[src/rtl/m_axi_image_loader_if.sv]
// ---------------------------------------------------------------------------
// m_axi_image_loader_if
//   AXI4-Lite style bus bundle used by the image loader. The loader is the
//   master; the memory-mapped inference accelerator is the slave.
//
//   Write address : AWADDR, AWVALID (m->s), AWREADY (s->m)
//   Write data    : WDATA, WSTRB, WVALID (m->s), WREADY (s->m)
//   Write response: BRESP, BVALID (s->m), BREADY (m->s)
//   Read address  : ARADDR, ARVALID (m->s), ARREADY (s->m)
//   Read data     : RDATA, RRESP, RVALID (s->m), RREADY (m->s)
// ---------------------------------------------------------------------------
interface m_axi_image_loader_if #(
  parameter int AXI_DATA_WIDTH = 32,
  parameter int AXI_ADDR_WIDTH = 32
);

  logic [AXI_ADDR_WIDTH-1:0] AWADDR;
  logic                      AWVALID;
  logic                      AWREADY;

  logic [AXI_DATA_WIDTH-1:0] WDATA;
  logic [3:0]                WSTRB;
  logic                      WVALID;
  logic                      WREADY;

  logic [1:0]                BRESP;
  logic                      BVALID;
  logic                      BREADY;

  logic [AXI_ADDR_WIDTH-1:0] ARADDR;
  logic                      ARVALID;
  logic                      ARREADY;

  logic [AXI_DATA_WIDTH-1:0] RDATA;
  logic [1:0]                RRESP;
  logic                      RVALID;
  logic                      RREADY;

  modport master (
    output AWADDR, AWVALID, input  AWREADY,
    output WDATA,  WSTRB,   WVALID, input WREADY,
    input  BRESP,  BVALID,  output BREADY,
    output ARADDR, ARVALID, input  ARREADY,
    input  RDATA,  RRESP,   RVALID, output RREADY
  );

  modport slave (
    input  AWADDR, AWVALID, output AWREADY,
    input  WDATA,  WSTRB,   WVALID, output WREADY,
    output BRESP,  BVALID,  input  BREADY,
    input  ARADDR, ARVALID, output ARREADY,
    output RDATA,  RRESP,   RVALID, input  RREADY
  );

endinterface

[src/rtl/m_axi_image_loader.sv]
// ---------------------------------------------------------------------------
// m_axi_image_loader
//   Streams an image from a local pixel RAM into an accelerator over AXI-Lite,
//   kicks the accelerator through its control register (write 1, then 0) and
//   polls the result register until bit 31 reports a valid digit.
//
//   Ports
//     CLK, RST   clock, synchronous active-high reset
//     START      one-cycle pulse that begins a transfer (ignored while BUSY)
//     PIX_ADDR   pixel RAM address; PIX_DATA is valid one cycle later
//     PIX_DATA   pixel RAM read data
//     axi        AXI-Lite master bus (see m_axi_image_loader_if)
//     BUSY       transfer in progress (any state except IDLE)
//     DONE       one-cycle completion pulse
//     DIGIT      inferred digit, held until the next START
//     ERROR      a non-OKAY response was seen, held until the next START
//
//   Only one AXI transaction is ever outstanding: a new address is issued only
//   after the previous write response / read data has been accepted.
// ---------------------------------------------------------------------------
module m_axi_image_loader #(
  parameter int AXI_DATA_WIDTH = 32,
  parameter int AXI_ADDR_WIDTH = 32,
  parameter int IMAGE_SIZE     = 256,
  parameter int PIXEL_BITS     = 8,
  parameter int CTRL_ADDR      = 256,
  parameter int RESULT_ADDR    = 0,
  parameter int POLL_GAP       = 4
) (
  input  logic                          CLK,
  input  logic                          RST,
  input  logic                          START,
  output logic [$clog2(IMAGE_SIZE)-1:0] PIX_ADDR,
  input  logic [PIXEL_BITS-1:0]         PIX_DATA,
  m_axi_image_loader_if.master          axi,
  output logic                          BUSY,
  output logic                          DONE,
  output logic [7:0]                    DIGIT,
  output logic                          ERROR
);

  localparam int IDX_W = $clog2(IMAGE_SIZE);
  localparam int PCW   = (POLL_GAP > 1) ? $clog2(POLL_GAP) : 1;

  typedef enum logic [3:0] {
    IDLE,
    FETCH,
    WRITE,
    WRESP,
    CTRL_SET,
    CTRL_CLR,
    RADDR,
    RDATA,
    POLL_WAIT,
    FINISH
  } state_e;

  // Which write the shared WRESP state is waiting on.
  typedef enum logic [1:0] {
    WK_PIXEL,
    WK_SET,
    WK_CLR
  } wr_kind_e;

  state_e                    state_q,      state_d;
  wr_kind_e                  wr_kind_q,    wr_kind_d;
  logic [IDX_W-1:0]          index_q,      index_d;
  logic                      fetch_wait_q, fetch_wait_d;
  logic [PCW-1:0]            poll_cnt_q,   poll_cnt_d;

  logic [AXI_ADDR_WIDTH-1:0] awaddr_q,     awaddr_d;
  logic                      awvalid_q,    awvalid_d;
  logic [AXI_DATA_WIDTH-1:0] wdata_q,      wdata_d;
  logic                      wvalid_q,     wvalid_d;
  logic                      bready_q,     bready_d;
  logic [AXI_ADDR_WIDTH-1:0] araddr_q,     araddr_d;
  logic                      arvalid_q,    arvalid_d;
  logic                      rready_q,     rready_d;

  logic [7:0]                digit_q,      digit_d;
  logic                      error_q,      error_d;

  logic                      aw_hs;
  logic                      w_hs;

  // -------------------------------------------------------------------------
  // State register
  // -------------------------------------------------------------------------
  // NOTE: sequential state uses non-blocking assignments so every register
  // samples the pre-edge value of every other register, independent of
  // statement order.
  always_ff @(posedge CLK) begin
    if (RST) begin
      state_q      <= IDLE;
      wr_kind_q    <= WK_PIXEL;
      index_q      <= '0;
      fetch_wait_q <= 1'b0;
      poll_cnt_q   <= '0;
      awaddr_q     <= '0;
      awvalid_q    <= 1'b0;
      wdata_q      <= '0;
      wvalid_q     <= 1'b0;
      bready_q     <= 1'b0;
      araddr_q     <= '0;
      arvalid_q    <= 1'b0;
      rready_q     <= 1'b0;
      digit_q      <= '0;
      error_q      <= 1'b0;
    end else begin
      state_q      <= state_d;
      wr_kind_q    <= wr_kind_d;
      index_q      <= index_d;
      fetch_wait_q <= fetch_wait_d;
      poll_cnt_q   <= poll_cnt_d;
      awaddr_q     <= awaddr_d;
      awvalid_q    <= awvalid_d;
      wdata_q      <= wdata_d;
      wvalid_q     <= wvalid_d;
      bready_q     <= bready_d;
      araddr_q     <= araddr_d;
      arvalid_q    <= arvalid_d;
      rready_q     <= rready_d;
      digit_q      <= digit_d;
      error_q      <= error_d;
    end
  end

  // -------------------------------------------------------------------------
  // Next-state logic
  // -------------------------------------------------------------------------
  assign aw_hs = awvalid_q & axi.AWREADY;
  assign w_hs  = wvalid_q  & axi.WREADY;

  // NOTE: every signal assigned here gets a default first, so no path through
  // the case statement can leave a value unassigned and infer a latch.
  always_comb begin
    state_d      = state_q;
    wr_kind_d    = wr_kind_q;
    index_d      = index_q;
    fetch_wait_d = fetch_wait_q;
    poll_cnt_d   = poll_cnt_q;
    awaddr_d     = awaddr_q;
    awvalid_d    = awvalid_q;
    wdata_d      = wdata_q;
    wvalid_d     = wvalid_q;
    bready_d     = bready_q;
    araddr_d     = araddr_q;
    arvalid_d    = arvalid_q;
    rready_d     = rready_q;
    digit_d      = digit_q;
    error_d      = error_q;

    unique case (state_q)
      IDLE: begin
        if (START) begin
          state_d      = FETCH;
          index_d      = '0;
          fetch_wait_d = 1'b0;
          error_d      = 1'b0;
          digit_d      = '0;
        end
      end

      // First cycle presents PIX_ADDR; the RAM answers on the second, where
      // the pixel is captured and both write channels are raised together.
      FETCH: begin
        if (!fetch_wait_q) begin
          fetch_wait_d = 1'b1;
        end else begin
          fetch_wait_d = 1'b0;
          awaddr_d     = AXI_ADDR_WIDTH'(index_q);
          wdata_d      = AXI_DATA_WIDTH'(PIX_DATA);
          awvalid_d    = 1'b1;
          wvalid_d     = 1'b1;
          wr_kind_d    = WK_PIXEL;
          state_d      = WRITE;
        end
      end

      // AW and W complete independently; each VALID drops after its own
      // handshake. BREADY is raised only once both channels are accepted.
      WRITE, CTRL_SET, CTRL_CLR: begin
        if (aw_hs) awvalid_d = 1'b0;
        if (w_hs)  wvalid_d  = 1'b0;
        if ((!awvalid_q || aw_hs) && (!wvalid_q || w_hs)) begin
          bready_d = 1'b1;
          state_d  = WRESP;
        end
      end

      WRESP: begin
        if (bready_q && axi.BVALID) begin
          bready_d = 1'b0;
          if (axi.BRESP != 2'b00) begin
            error_d = 1'b1;
            state_d = FINISH;
          end else begin
            unique case (wr_kind_q)
              WK_PIXEL: begin
                if (index_q != IDX_W'(IMAGE_SIZE - 1)) begin
                  index_d = index_q + IDX_W'(1);
                  state_d = FETCH;
                end else begin
                  awaddr_d  = AXI_ADDR_WIDTH'(CTRL_ADDR);
                  wdata_d   = AXI_DATA_WIDTH'(1);
                  awvalid_d = 1'b1;
                  wvalid_d  = 1'b1;
                  wr_kind_d = WK_SET;
                  state_d   = CTRL_SET;
                end
              end
              WK_SET: begin
                awaddr_d  = AXI_ADDR_WIDTH'(CTRL_ADDR);
                wdata_d   = '0;
                awvalid_d = 1'b1;
                wvalid_d  = 1'b1;
                wr_kind_d = WK_CLR;
                state_d   = CTRL_CLR;
              end
              default: begin
                araddr_d  = AXI_ADDR_WIDTH'(RESULT_ADDR);
                arvalid_d = 1'b1;
                state_d   = RADDR;
              end
            endcase
          end
        end
      end

      RADDR: begin
        if (axi.ARREADY) begin
          arvalid_d = 1'b0;
          rready_d  = 1'b1;
          state_d   = RDATA;
        end
      end

      // Bit 31 of the result register flags a finished inference.
      RDATA: begin
        if (rready_q && axi.RVALID) begin
          rready_d = 1'b0;
          if (axi.RRESP != 2'b00) begin
            error_d = 1'b1;
            state_d = FINISH;
          end else if (axi.RDATA[31]) begin
            digit_d = axi.RDATA[7:0];
            state_d = FINISH;
          end else if (POLL_GAP == 0) begin
            araddr_d  = AXI_ADDR_WIDTH'(RESULT_ADDR);
            arvalid_d = 1'b1;
            state_d   = RADDR;
          end else begin
            poll_cnt_d = '0;
            state_d    = POLL_WAIT;
          end
        end
      end

      // Exactly POLL_GAP idle cycles before the next result read.
      POLL_WAIT: begin
        if (poll_cnt_q == PCW'(POLL_GAP - 1)) begin
          araddr_d  = AXI_ADDR_WIDTH'(RESULT_ADDR);
          arvalid_d = 1'b1;
          state_d   = RADDR;
        end else begin
          poll_cnt_d = poll_cnt_q + PCW'(1);
        end
      end

      FINISH: begin
        state_d = IDLE;
      end

      default: begin
        state_d = IDLE;
      end
    endcase
  end

  // -------------------------------------------------------------------------
  // Outputs
  // -------------------------------------------------------------------------
  assign PIX_ADDR    = index_q;

  assign axi.AWADDR  = awaddr_q;
  assign axi.AWVALID = awvalid_q;
  assign axi.WDATA   = wdata_q;
  // Only byte lane 0 carries data; the strobe is live only with WVALID.
  assign axi.WSTRB   = wvalid_q ? 4'b0001 : 4'b0000;
  assign axi.WVALID  = wvalid_q;
  assign axi.BREADY  = bready_q;
  assign axi.ARADDR  = araddr_q;
  assign axi.ARVALID = arvalid_q;
  assign axi.RREADY  = rready_q;

  assign BUSY        = (state_q != IDLE);
  assign DONE        = (state_q == FINISH);
  assign DIGIT       = digit_q;
  assign ERROR       = error_q;

endmodule

[src/flat_wrapper.sv]
// flat-port wrapper written by rule: the top's interface ports become plain ports
module m_axi_image_loader_flat 
#(
  parameter int AXI_DATA_WIDTH = 32,
  parameter int AXI_ADDR_WIDTH = 32,
  parameter int IMAGE_SIZE     = 256,
  parameter int PIXEL_BITS     = 8,
  parameter int CTRL_ADDR      = 256,
  parameter int RESULT_ADDR    = 0,
  parameter int POLL_GAP       = 4
)
  (CLK, RST, START, PIX_ADDR, PIX_DATA, BUSY, DONE, DIGIT, ERROR, axi_AWADDR, axi_AWVALID, axi_AWREADY, axi_WDATA, axi_WSTRB, axi_WVALID, axi_WREADY, axi_BRESP, axi_BVALID, axi_BREADY, axi_ARADDR, axi_ARVALID, axi_ARREADY, axi_RDATA, axi_RRESP, axi_RVALID, axi_RREADY);
  m_axi_image_loader_if #(.AXI_DATA_WIDTH(AXI_DATA_WIDTH), .AXI_ADDR_WIDTH(AXI_ADDR_WIDTH)) axi_i ();
  input  logic CLK;
  input  logic RST;
  input  logic START;
  output logic [$clog2(IMAGE_SIZE)-1:0] PIX_ADDR;
  input  logic [PIXEL_BITS-1:0] PIX_DATA;
  output logic BUSY;
  output logic DONE;
  output logic [7:0] DIGIT;
  output logic ERROR;
  output wire logic [$bits(axi_i.AWADDR)-1:0] axi_AWADDR;
  output wire logic [$bits(axi_i.AWVALID)-1:0] axi_AWVALID;
  input wire logic [$bits(axi_i.AWREADY)-1:0] axi_AWREADY;
  output wire logic [$bits(axi_i.WDATA)-1:0] axi_WDATA;
  output wire logic [$bits(axi_i.WSTRB)-1:0] axi_WSTRB;
  output wire logic [$bits(axi_i.WVALID)-1:0] axi_WVALID;
  input wire logic [$bits(axi_i.WREADY)-1:0] axi_WREADY;
  input wire logic [$bits(axi_i.BRESP)-1:0] axi_BRESP;
  input wire logic [$bits(axi_i.BVALID)-1:0] axi_BVALID;
  output wire logic [$bits(axi_i.BREADY)-1:0] axi_BREADY;
  output wire logic [$bits(axi_i.ARADDR)-1:0] axi_ARADDR;
  output wire logic [$bits(axi_i.ARVALID)-1:0] axi_ARVALID;
  input wire logic [$bits(axi_i.ARREADY)-1:0] axi_ARREADY;
  input wire logic [$bits(axi_i.RDATA)-1:0] axi_RDATA;
  input wire logic [$bits(axi_i.RRESP)-1:0] axi_RRESP;
  input wire logic [$bits(axi_i.RVALID)-1:0] axi_RVALID;
  output wire logic [$bits(axi_i.RREADY)-1:0] axi_RREADY;
  assign axi_AWADDR = axi_i.AWADDR;
  assign axi_AWVALID = axi_i.AWVALID;
  assign axi_i.AWREADY = axi_AWREADY;
  assign axi_WDATA = axi_i.WDATA;
  assign axi_WSTRB = axi_i.WSTRB;
  assign axi_WVALID = axi_i.WVALID;
  assign axi_i.WREADY = axi_WREADY;
  assign axi_i.BRESP = axi_BRESP;
  assign axi_i.BVALID = axi_BVALID;
  assign axi_BREADY = axi_i.BREADY;
  assign axi_ARADDR = axi_i.ARADDR;
  assign axi_ARVALID = axi_i.ARVALID;
  assign axi_i.ARREADY = axi_ARREADY;
  assign axi_i.RDATA = axi_RDATA;
  assign axi_i.RRESP = axi_RRESP;
  assign axi_i.RVALID = axi_RVALID;
  assign axi_RREADY = axi_i.RREADY;
  m_axi_image_loader #(.AXI_DATA_WIDTH(AXI_DATA_WIDTH), .AXI_ADDR_WIDTH(AXI_ADDR_WIDTH), .IMAGE_SIZE(IMAGE_SIZE), .PIXEL_BITS(PIXEL_BITS), .CTRL_ADDR(CTRL_ADDR), .RESULT_ADDR(RESULT_ADDR), .POLL_GAP(POLL_GAP)) u_core (.CLK(CLK), .RST(RST), .START(START), .PIX_ADDR(PIX_ADDR), .PIX_DATA(PIX_DATA), .axi(axi_i), .BUSY(BUSY), .DONE(DONE), .DIGIT(DIGIT), .ERROR(ERROR));
endmodule
[config.mk]
export PLATFORM = sky130hd
export DESIGN_NAME = m_axi_image_loader_flat
export DESIGN_NICKNAME = d
export VERILOG_FILES = /design/src/rtl/m_axi_image_loader_if.sv /design/src/rtl/m_axi_image_loader.sv /design/src/flat_wrapper.sv
export SDC_FILE = /design/constraint.sdc
export NUM_CORES = 1
export LEC_CHECK = 0
export ABC_AREA = 1
export BUFFER_PORTS_ARGS = -buffer_cell sky130_fd_sc_hd__buf_2
export CAP_MARGIN = 20
export CORE_ASPECT_RATIO = 1.75
export CORE_MARGIN = 2
export CORE_UTILIZATION = 46
export DETAILED_ROUTE_END_ITERATION = 10
export GPL_TIMING_DRIVEN = 0
export MAX_ROUTING_LAYER = met4
export PLACE_DENSITY_LB_ADDON = 0.15
export REMOVE_ABC_BUFFERS = 1
export SLEW_MARGIN = 5
export SYNTH_ARGS = -nofsm -noshare
export SYNTH_HDL_FRONTEND = slang
export SYNTH_SLANG_ARGS = --single-unit
[constraint.sdc]
create_clock -name CLK -period 2.2 [get_ports CLK]
set_input_delay 0.22 -clock CLK [delete_from_list [all_inputs] [get_ports CLK]]
set_output_delay 0.22 -clock CLK [all_outputs]
set_load 0.05 [all_outputs]
==> flow_summary.json, run 1 <==
{
  "status": "finished clean",
  "cts_max_path_buffers": 2,
  "final_nets": 596,
  "fin_ws_ns": 0.227,
  "synth.distinct_cells": 30,
  "ys_seq_area_share_pct": 29.1,
  "drtIter0Drc": 83,
  "vias_per_cell": 4.43,
  "fin_crit_sh_pct": 89.7,
  "die_y_um": 116,
  "dieArea_um2": 7910,
  "ant_nets": 0,
  "netlist_area_um2": 3310,
  "rows": 40,
  "placed_area_um2": 3320,
  "slew_violations": 0,
  "grtUsageTotal_pct": 19.0,
  "synth_cells": 484,
  "max-slew-margin-rel_pct": 40.6,
  "finalHoldViolCount": 0,
  "wl_per_cell_um": 11.6,
  "layout_common_cells": "nand2_1, conb_1, buf_2",
  "rsz0062_at_grt": "false",
  "drc_errors": 0,
  "critPathKind": "register to register",
  "max_slew.worst_pin.slew_ns": 0.892,
  "drt_first_pass_iters": 4,
  "antenna_found_initial": 0,
  "cap_violations": 0,
  "post_cts_resized": 7,
  "grt_pass1_wl_um": 11300,
  "syn_to_final_growth_pct": 5.68,
  "cts_tree": "yes",
  "start_kind": "register",
  "totalPowerFinal_w": 0.00452,
  "cp.required_ns": 2.34,
  "dieWidth_um": 68.1,
  "pre_cts_slack_ns": -0.998,
  "clk_pin_slew_ns": 0.07,
  "cp.arrival_ns": 2.11,
  "numCtsBuffers": 5,
  "crit_path_end_kind": "register",
  "r2r_slack_ns": 0.23,
  "synth-seq-cells": 48,
  "insertion_delay_ns": 0.28,
  "yosys_warnings": 0,
  "cts.sinks": 48,
  "ir_worst_vdd_mv": 0.496,
  "io_pins": 176,
  "wl_um": 7290,
  "final_common_cell": "nand2_1",
  "coreArea_um2": 6910,
  "setup_viol": 0,
  "finClkSkew_ns": 0.00723,
  "antenna_cells": 0,
  "power.density_nw_per_um2": 1290,
  "grt_pass1_vias": 2503,
  "hold_buffers": 0,
  "port_buffers": 70,
  "globalplace.congestion": 0.881,
  "htree_num_levels": 2,
  "hp-class": "input port to register",
  "final_cell_area_um2": 3490,
  "start_util_pct": 47.9,
  "drive_gt1_share_pct": 21.4,
  "cts_setup_buffers": 0,
  "min_period_ns": 1.97,
  "crit_fanout": 21,
  "syn_avg_cell_area_um2": 6.83,
  "p_leak_nw": 1.81,
  "grt_overflow": 0,
  "hpwlAfterDp_um": 5540,
  "fmax_ghz": 0.507,
  "grt_max_degree": 42,
  "clock-root-buffer": "clkbuf_16",
  "vias": 2772
}
==> cell usage after synthesis, drive strengths merged <==
cell type  number  share of area (%)
nand2         101                 12
buf            96                 22
inv            64                7.3
dfxtp          48                 29
a21oi          45                7.9
nor2           44                5.4
nand3          41                8.2
nor3           13                2.1
nand4           8                1.5
o21ai           7                1.1
clkbuf          4               0.45
xor2            3               0.79
a31oi           2               0.38
and2            2               0.38
ha              2               0.76
a21boi          1               0.23
and3            1               0.19
conb            1               0.11
nand3b          1               0.23
==> through the flow <==
stage          utilization (%)  std cells  TNS, ns  hold WS [ns]
5_1_grt                   50.6        626        0         0.157
2_1_floorplan                -        465    -2.00         0.282
4_1_cts                   50.5        626        0         0.145
3_3_place_gp              48.1        619   -20.01         0.440
6_report                  50.6        626        0         0.150
3_5_place_dp              48.1        619   -20.21         0.447
==> worst max-delay path, stage by stage (launching register included) <==
cell and delay [ns]:
dfxtp_1 0.47, nand2_2 0.16, inv_2 0.13, nand2_2 0.21
nand2_4 0.34, nand3_4 0.28, nand2_1 0.16, a21oi_2 0.06
==> cell type report <==
type / count / area [µm²]
Fill cell: 737 / 3410
Multi-Input combinational cell: 353 / 1700
Sequential cell: 48 / 961
Timing Repair Buffer: 70 / 350
Inverter: 64 / 243
Clock buffer: 5 / 125
Tap cell: 84 / 105
Clock inverter: 2 / 12.5
==> report_power, final <==
| part | switching [W] | internal (W) |
|---|---|---|
| clock | 0.000321 | 0.000413 |
| combinational | 0.00205 | 0.000566 |
| sequential | 0.000121 | 0.00105 |
==> sequential cells by signal, summed over array words and instances (netlist names) <==
name and cells:
u_core.DIGIT 8, u_core.ERROR 1, u_core.PIX_ADDR 8, u_core.axi.ARVALID 1
u_core.axi.AWADDR 9, u_core.axi.AWVALID 1, u_core.axi.BREADY 1, u_core.axi.RREADY 1
u_core.axi.WDATA 8, u_core.axi.WVALID 1, u_core.fetch_wait_q 1, u_core.poll_cnt_q 2
u_core.state_q 4, u_core.wr_kind_q 2
==> path summary, 6_finish.rpt <==
kind | from | to | depth (start not counted)
setup / recovery | u_core.state_q[1]$_SDFFE_PP0P_ | u_core.axi.AWADDR[0]$_SDFFE_PP0P_ | 7
setup reg to reg | u_core.state_q[1]$_SDFFE_PP0P_ | u_core.axi.AWADDR[0]$_SDFFE_PP0P_ | 7
hold reg to reg | u_core.axi.WDATA[0]$_SDFFE_PP0P_ | u_core.axi.WDATA[0]$_SDFFE_PP0P_ | 2
hold / removal | axi_RVALID | u_core.axi.RREADY$_SDFFE_PP0P_ | 2
==> cells by family (layout without fill, tap and decap cells) <==
| kind of cell | count (synthesis) | in the layout | synth area share [%] |
|---|---|---|---|
| xor+xnor | 3 | 3 | 0.795 |
| buf+inv | 164 | 141 | 29.8 |
| compound gates | 55 | 55 | 9.61 |
| fa+ha+maj | 2 | 2 | 0.757 |
| flops | 48 | 48 | 29.1 |
| other cells | 1 | 82 | 0.113 |
| simple gates | 211 | 211 | 29.9 |
==> metal layers <==
| metal | track usage [%] | wire [µm] | share of wire [%] |
|---|---|---|---|
| met1 | 20.9 | 2810 | 39 |
| met2 | 34.5 | 4060 | 56 |
| met3 | 2.31 | 316 | 4.3 |
| met4 | 5.73 | 104 | 1.4 |
| met5 | - | 0 | 0 |
No activity file was read; power rests on OpenSTA's default activity.
==> inputs of run 2 (changes only) <==
PLACE_DENSITY = 0.9   (was unset)
PLACE_DENSITY_LB_ADDON = unset   (was 0.15)
SKIP_LAST_GASP = 1   (was unset)
clock period = 1.85 ns   (was 2.2 ns; I/O delays follow)
==> run 2 against run 1 <==
Effect of this change:
- maximum frequency rose by 13%
- register-to-register slack got worse by 0.12 ns
- flip-flop and latch count did not move
- combinational power rose by 32%
- die area did not move
- clock power rose by 40%
- first-iteration DRC count rose by 110%
- global-route usage rose by 1.7 points
- via count rose by 11%
- sequential share of layout area fell by 1.3 points
- critical path type unchanged
==> flow_summary.json, run 2 (synthesized netlist as in run 1, its figures left out) <==
{
  "wl_um": 8020,
  "fin_cells": 638,
  "cts.sinks": 48,
  "grtUsageTotal_pct": 20.7,
  "final_cell_area_um2": 3710,
  "final_nets": 607,
  "setup_viol": 0,
  "finalHoldViolCount": 0,
  "power.density_nw_per_um2": 1590,
  "max-slew-margin-rel_pct": 41.5,
  "status": "finished clean",
  "vias_per_cell": 4.83,
  "finClkSkew_ns": 0.00363,
  "cp_slowest_cell": "dfxtp_4",
  "tns_ns": 0,
  "cp.arrival_ns": 1.88,
  "p_sw_share_pct": 53.3,
  "placed_area_um2": 3320,
  "pwr-share-seq_pct": 24.2,
  "drive_gt1_share_pct": 25.6,
  "place_inst": 619,
  "clock-root-buffer": "clkbuf_16",
  "hp-class": "input port to register",
  "start_kind": "register",
  "antenna_found_initial": 0,
  "grt_pass1_vias": 2782,
  "hpwlAfterDp_um": 5740,
  "cts_tree": "yes",
  "holdWs_ns": 0.120,
  "p_clk_share_pct": 17.5,
  "crit_path_end_kind": "register",
  "pwr-share-comb_pct": 58.3,
  "clk_pin_slew_ns": 0.07,
  "vias": 3083,
  "multi_input_area_um2": 1800,
  "grt_overflow": 0,
  "max_slew.worst_pin.slew_ns": 0.877,
  "ir_worst_vdd_mv": 0.912,
  "rows": 40,
  "cts_max_path_buffers": 2,
  "start_util_pct": 47.9,
  "largest_register_ffs": 9,
  "cap_violations": 0,
  "die_y_um": 116,
  "syn_to_final_growth_pct": 12.1,
  "io_pins": 176,
  "drtIter0Drc": 174,
  "insertion_delay_ns": 0.29,
  "internal_power_w": 0.00275,
  "fmax_ghz": 0.573,
  "p_leak_nw": 1.88,
  "numCtsBuffers": 5,
  "drc_errors": 0,
  "dieArea_um2": 7910,
  "dieWidth_um": 68.1,
  "port_buffers": 70,
  "slew_violations": 0,
  "critPathKind": "register to register",
  "seq_area_um2": 971,
  "crit_fanout": 7,
  "min_period_ns": 1.74,
  "coreArea_um2": 6910,
  "wl_per_cell_um": 12.6,
  "crit_chain": "nor2_4 > buf_4 > nand3_2 > nand2_2 > nor2_4 > and2_4 > buf_4 > nand3_1 > a21oi_1",
  "grt_pass1_wl_um": 12400,
  "cpPeakStageDelay_ns": 0.38,
  "globalplace.congestion": 0.886,
  "antenna_cells": 0,
  "totalPowerFinal_w": 0.00590,
  "layout_common_cells": "nand2_1, conb_1, buf_2",
  "ant_nets": 0,
  "fillers": 686,
  "drt_first_pass_iters": 4,
  "htree_num_levels": 2,
  "switching_power_w": 0.00314,
  "fin_crit_sh_pct": 94.3,
  "cp.required_ns": 1.98,
  "final_common_cell": "nand2_1",
  "grt_max_degree": 42
}
[run 2: worst paths after layout]
| path | endpoint | slack [ns] | cells past startpoint | startpoint |
|---|---|---|---|---|
| worst max-delay path | u_core.axi.WDATA[4]$_SDFFE_PP0P_ | 0.11 | 9 | u_core.state_q[3]$_SDFFE_PP0P_ |
| worst min-delay path | u_core.axi.RREADY$_SDFFE_PP0P_ | 0.12 | 2 | axi_RVALID |
| worst max register to register | u_core.axi.WDATA[4]$_SDFFE_PP0P_ | 0.11 | 9 | u_core.state_q[3]$_SDFFE_PP0P_ |
| worst min register to register | u_core.ERROR$_SDFFE_PP0P_ | 0.47 | 2 | u_core.ERROR$_SDFFE_PP0P_ |
[run 2: critical path: cells and delay by family, from the launching register on]
kind / cells / cell delay [ns]
flops: 1 / 0.38
simple gates: 6 / 0.83
buf+inv: 2 / 0.31
compound gates: 1 / 0.07
[run 2: cell type report]
| class | instances | share of cell area (%) |
|---|---|---|
| multi-input combinational | 356 | 48.5 |
| sequential | 48 | 26.2 |
| timing repair buffer | 78 | 11.4 |
| inverter | 64 | 6.62 |
| clock buffer | 6 | 3.48 |
| tap | 84 | 2.84 |
| clock inverter | 2 | 0.945 |
[run 2: timing repair]
| item | CTS | global route |
|---|---|---|
| pin swaps | 4 | 6 |
| hold buffers | 0 | 0 |
| cloned | 1 | 2 |
| resized for setup | 17 | 18 |
| setup buffers | 4 | 4 |
| setup endpoints to repair | 38 | 44 |
[run 2: metrics by stage]
step / utilization [%] / setup WS (ns)
after floorplan: - / -0.451
after CTS: 52.1 / 0.00765
after global routing: 53.7 / -0.0472
after detailed placement: 48.1 / -1.36
final: 53.7 / 0.106
after global placement: 48.1 / -1.19
[run 2: power groups by stage]
| stage | clock network (W) | registers (W) | logic [W] |
|---|---|---|---|
| after floorplan | 0 | 0.00208 | 0.00174 |
| final | 0.00103 | 0.00143 | 0.00344 |
| after CTS | 0.00104 | 0.00141 | 0.00331 |
| after detailed placement | 0 | 0.00143 | 0.00307 |
| after global placement | 0 | 0.00141 | 0.00300 |
| after global routing | 0.00108 | 0.00145 | 0.00374 |
[run 2: per-layer routing]
layer,global-route usage (%),wire length (µm),vias up
met3,3.37,651,20
met1,21.2,2780,1407
met5,-,0,-
li1,-,-,1487
met2,38.4,4370,169
met4,6.93,223,0
==> inputs of run 3 (changes only) <==
CORE_UTILIZATION = 47   (was 46)
CTS_BUF_LIST = sky130_fd_sc_hd__clkbuf_8   (was unset)
PLACE_DENSITY = 0.91   (was 0.9)
SLEW_MARGIN = unset   (was 5)
==> run 3 against run 2 <==
Effect of this change:
- cell count down 0.78%
- first-iteration DRC count down 25%
- worst setup slack improved by 0.0023 ns
- routed wire length decreased by 5.3%
- critical path depth increased by 1
- non-clock buffer count is 4 lower
- sequential share of layout area increased by 0.94 points
- critical endpoint is now u_core.PIX_ADDR[5]$_SDFFE_PP0P_
==> flow_summary.json, run 3 (synthesized netlist as in run 1, its figures left out) <==
{
  "die_y_um": 115,
  "coreArea_um2": 6860,
  "largest_register_ffs": 9,
  "cts.sinks": 48,
  "grt_pass1_wl_um": 11900,
  "drt_first_pass_iters": 4,
  "grt_max_degree": 42,
  "final_cell_area_um2": 3560,
  "r2r_end": "u_core.PIX_ADDR[5]$_SDFFE_PP0P_",
  "setup_viol": 0,
  "wl_per_cell_um": 12.0,
  "holdWs_ns": 0.0893,
  "use_met3_pct": 3.13,
  "holdCritStartpoint": "axi_RVALID",
  "slew_violations": 0,
  "fin_crit_sh_pct": 94.1,
  "crit_path_end_kind": "register",
  "insertion_delay_ns": 0.30,
  "antenna_cells": 0,
  "grt_pass1_vias": 2645,
  "p_clk_share_pct": 12.4,
  "clock-root-buffer": "clkbuf_8",
  "internal_power_w": 0.00233,
  "hpwlAfterDp_um": 5580,
  "cp.buffers_inverters": 1,
  "p_sw_share_pct": 56.5,
  "io_pins": 176,
  "r2r_slack_ns": 0.11,
  "cp_slowest_cell": "dfxtp_2",
  "globalplace.congestion": 0.937,
  "cts_tree": "yes",
  "groute.layer.met1.usage_pct": 21.4,
  "hp-class": "input port to register",
  "syn_to_final_growth_pct": 7.76,
  "final_nets": 602,
  "switching_power_w": 0.00303,
  "cpPeakStageDelay_ns": 0.40,
  "p_leak_nw": 1.82,
  "start_util_pct": 48.2,
  "drtIter0Drc": 131,
  "grtUsageTotal_pct": 20.1,
  "status": "finished clean",
  "fmax_ghz": 0.574,
  "htree_num_levels": 2,
  "cpMostUsedCell": "nand2_1",
  "top_usage_layer": "met2",
  "vias": 3010,
  "ir_worst_vdd_mv": 0.980,
  "drc_errors": 0,
  "rows": 40,
  "ff2ff_path_depth": 10,
  "pwr-share-comb_pct": 61.2,
  "finClkSkew_ns": 0.00288,
  "vias_per_cell": 4.76,
  "seq_area_um2": 967,
  "multi_input_area_um2": 1770,
  "critPathKind": "register to register",
  "place_inst": 619,
  "cap_violations": 0,
  "grt_overflow": 0,
  "port_buffers": 70,
  "rsz0062_at_grt": "true",
  "pwr-share-seq_pct": 26.5,
  "cp.required_ns": 2.01,
  "crit_fanout": 9,
  "antenna_found_initial": 0,
  "max_slew.worst_pin.slew_ns": 0.874,
  "cts_max_path_buffers": 2,
  "min_path_cells": 2,
  "crit_chain": "ha_2 > nand2_1 > nor2_2 > nand3_2 > nand2_1 > nand2_1 > nand2_4 > inv_2 > nand3_1 > a21oi_1",
  "fin_cells": 633,
  "drive_gt1_share_pct": 24.2,
  "start_kind": "register",
  "final_common_cell": "nand2_1",
  "min_period_ns": 1.74,
  "finalHoldViolCount": 0,
  "use_met2_pct": 37.8,
  "numCtsBuffers": 5,
  "clk_pin_slew_ns": 0.09,
  "wl_um": 7600,
  "hold_end": "u_core.axi.RREADY$_SDFFE_PP0P_",
  "cpLargestDelayFamily": "simple AND/OR/NAND/NOR gates",
  "cp.arrival_ns": 1.90,
  "layout_common_cells": "nand2_1, conb_1, buf_2",
  "max-slew-margin-rel_pct": 41.7,
  "worstSetupStartpoint": "u_core.PIX_ADDR[0]$_SDFFE_PP0P_",
  "placed_area_um2": 3320,
  "power.density_nw_per_um2": 1510,
  "timing.rr.start": "u_core.PIX_ADDR[0]$_SDFFE_PP0P_",
  "dieWidth_um": 67.4,
  "fillers": 669,
  "ant_nets": 0,
  "dieArea_um2": 7750
}
## run 3: how the worst max path moves through the flow
stage / cells after the start / slack (ns) / endpoint
3_3_place_gp: 6 / -1.16 / u_core.axi.AWADDR[8]$_SDFFE_PP0P_
3_5_place_dp: 6 / -1.23 / u_core.axi.AWADDR[8]$_SDFFE_PP0P_
6_report: 10 / 0.11 / u_core.PIX_ADDR[5]$_SDFFE_PP0P_
2_1_floorplan: 8 / -0.45 / u_core.axi.WDATA[0]$_SDFFE_PP0P_
4_1_cts: 8 / -0.008 / u_core.axi.WDATA[3]$_SDFFE_PP0P_
5_1_grt: 11 / -0.04 / u_core.PIX_ADDR[4]$_SDFFE_PP0P_
## run 3: final cells by class
| cell class | count | area share, % |
|---|---|---|
| multi-input combinational | 355 | 49.7 |
| sequential | 48 | 27.1 |
| timing repair buffer | 74 | 10.7 |
| inverter | 64 | 6.88 |
| tap | 84 | 2.95 |
| clock buffer | 6 | 2.32 |
| clock inverter | 2 | 0.316 |
## run 3: power groups by stage
| stage | clock [W] | combinational, W | sequential, W |
|---|---|---|---|
| finish | 0.000665 | 0.00328 | 0.00142 |
| global route | 0.000721 | 0.00357 | 0.00145 |
| CTS | 0.000678 | 0.00323 | 0.00141 |
| detailed placement | 0 | 0.00303 | 0.00143 |
| global placement | 0 | 0.00299 | 0.00142 |
| floorplan | 0 | 0.00174 | 0.00208 |
## run 3: per-stage QoR
| stage | utilization [%] | setup WS [ns] | TNS, ns | total power [W] |
|---|---|---|---|---|
| finish | 52.0 | 0.108 | 0 | 0.00537 |
| global route | 52.0 | -0.0443 | -0.0443 | 0.00574 |
| CTS | 51.1 | -0.00842 | -0.0124 | 0.00532 |
| detailed placement | 48.4 | -1.23 | -27.84 | 0.00446 |
| global placement | 48.4 | -1.16 | -26.35 | 0.00441 |
| floorplan | - | -0.451 | -9.75 | 0.00382 |
## run 3: routing by layer
layer | vias to the layer above | part of all wire [%]
li1 | 1474 | -
met1 | 1365 | 36
met2 | 156 | 55
met3 | 15 | 7.3
met4 | 0 | 1.3
met5 | - | 0
## run 3: repair_timing
| action | 4_1_cts | 5_1_grt |
|---|---|---|
| endpoints found under the setup margin | 38 | 45 |
| gates resized for setup | 17 | 11 |
| hold buffers | 0 | 0 |
| setup buffers | 1 | 3 |
| pin swaps | 3 | 2 |
| gates cloned | 2 | 0 |
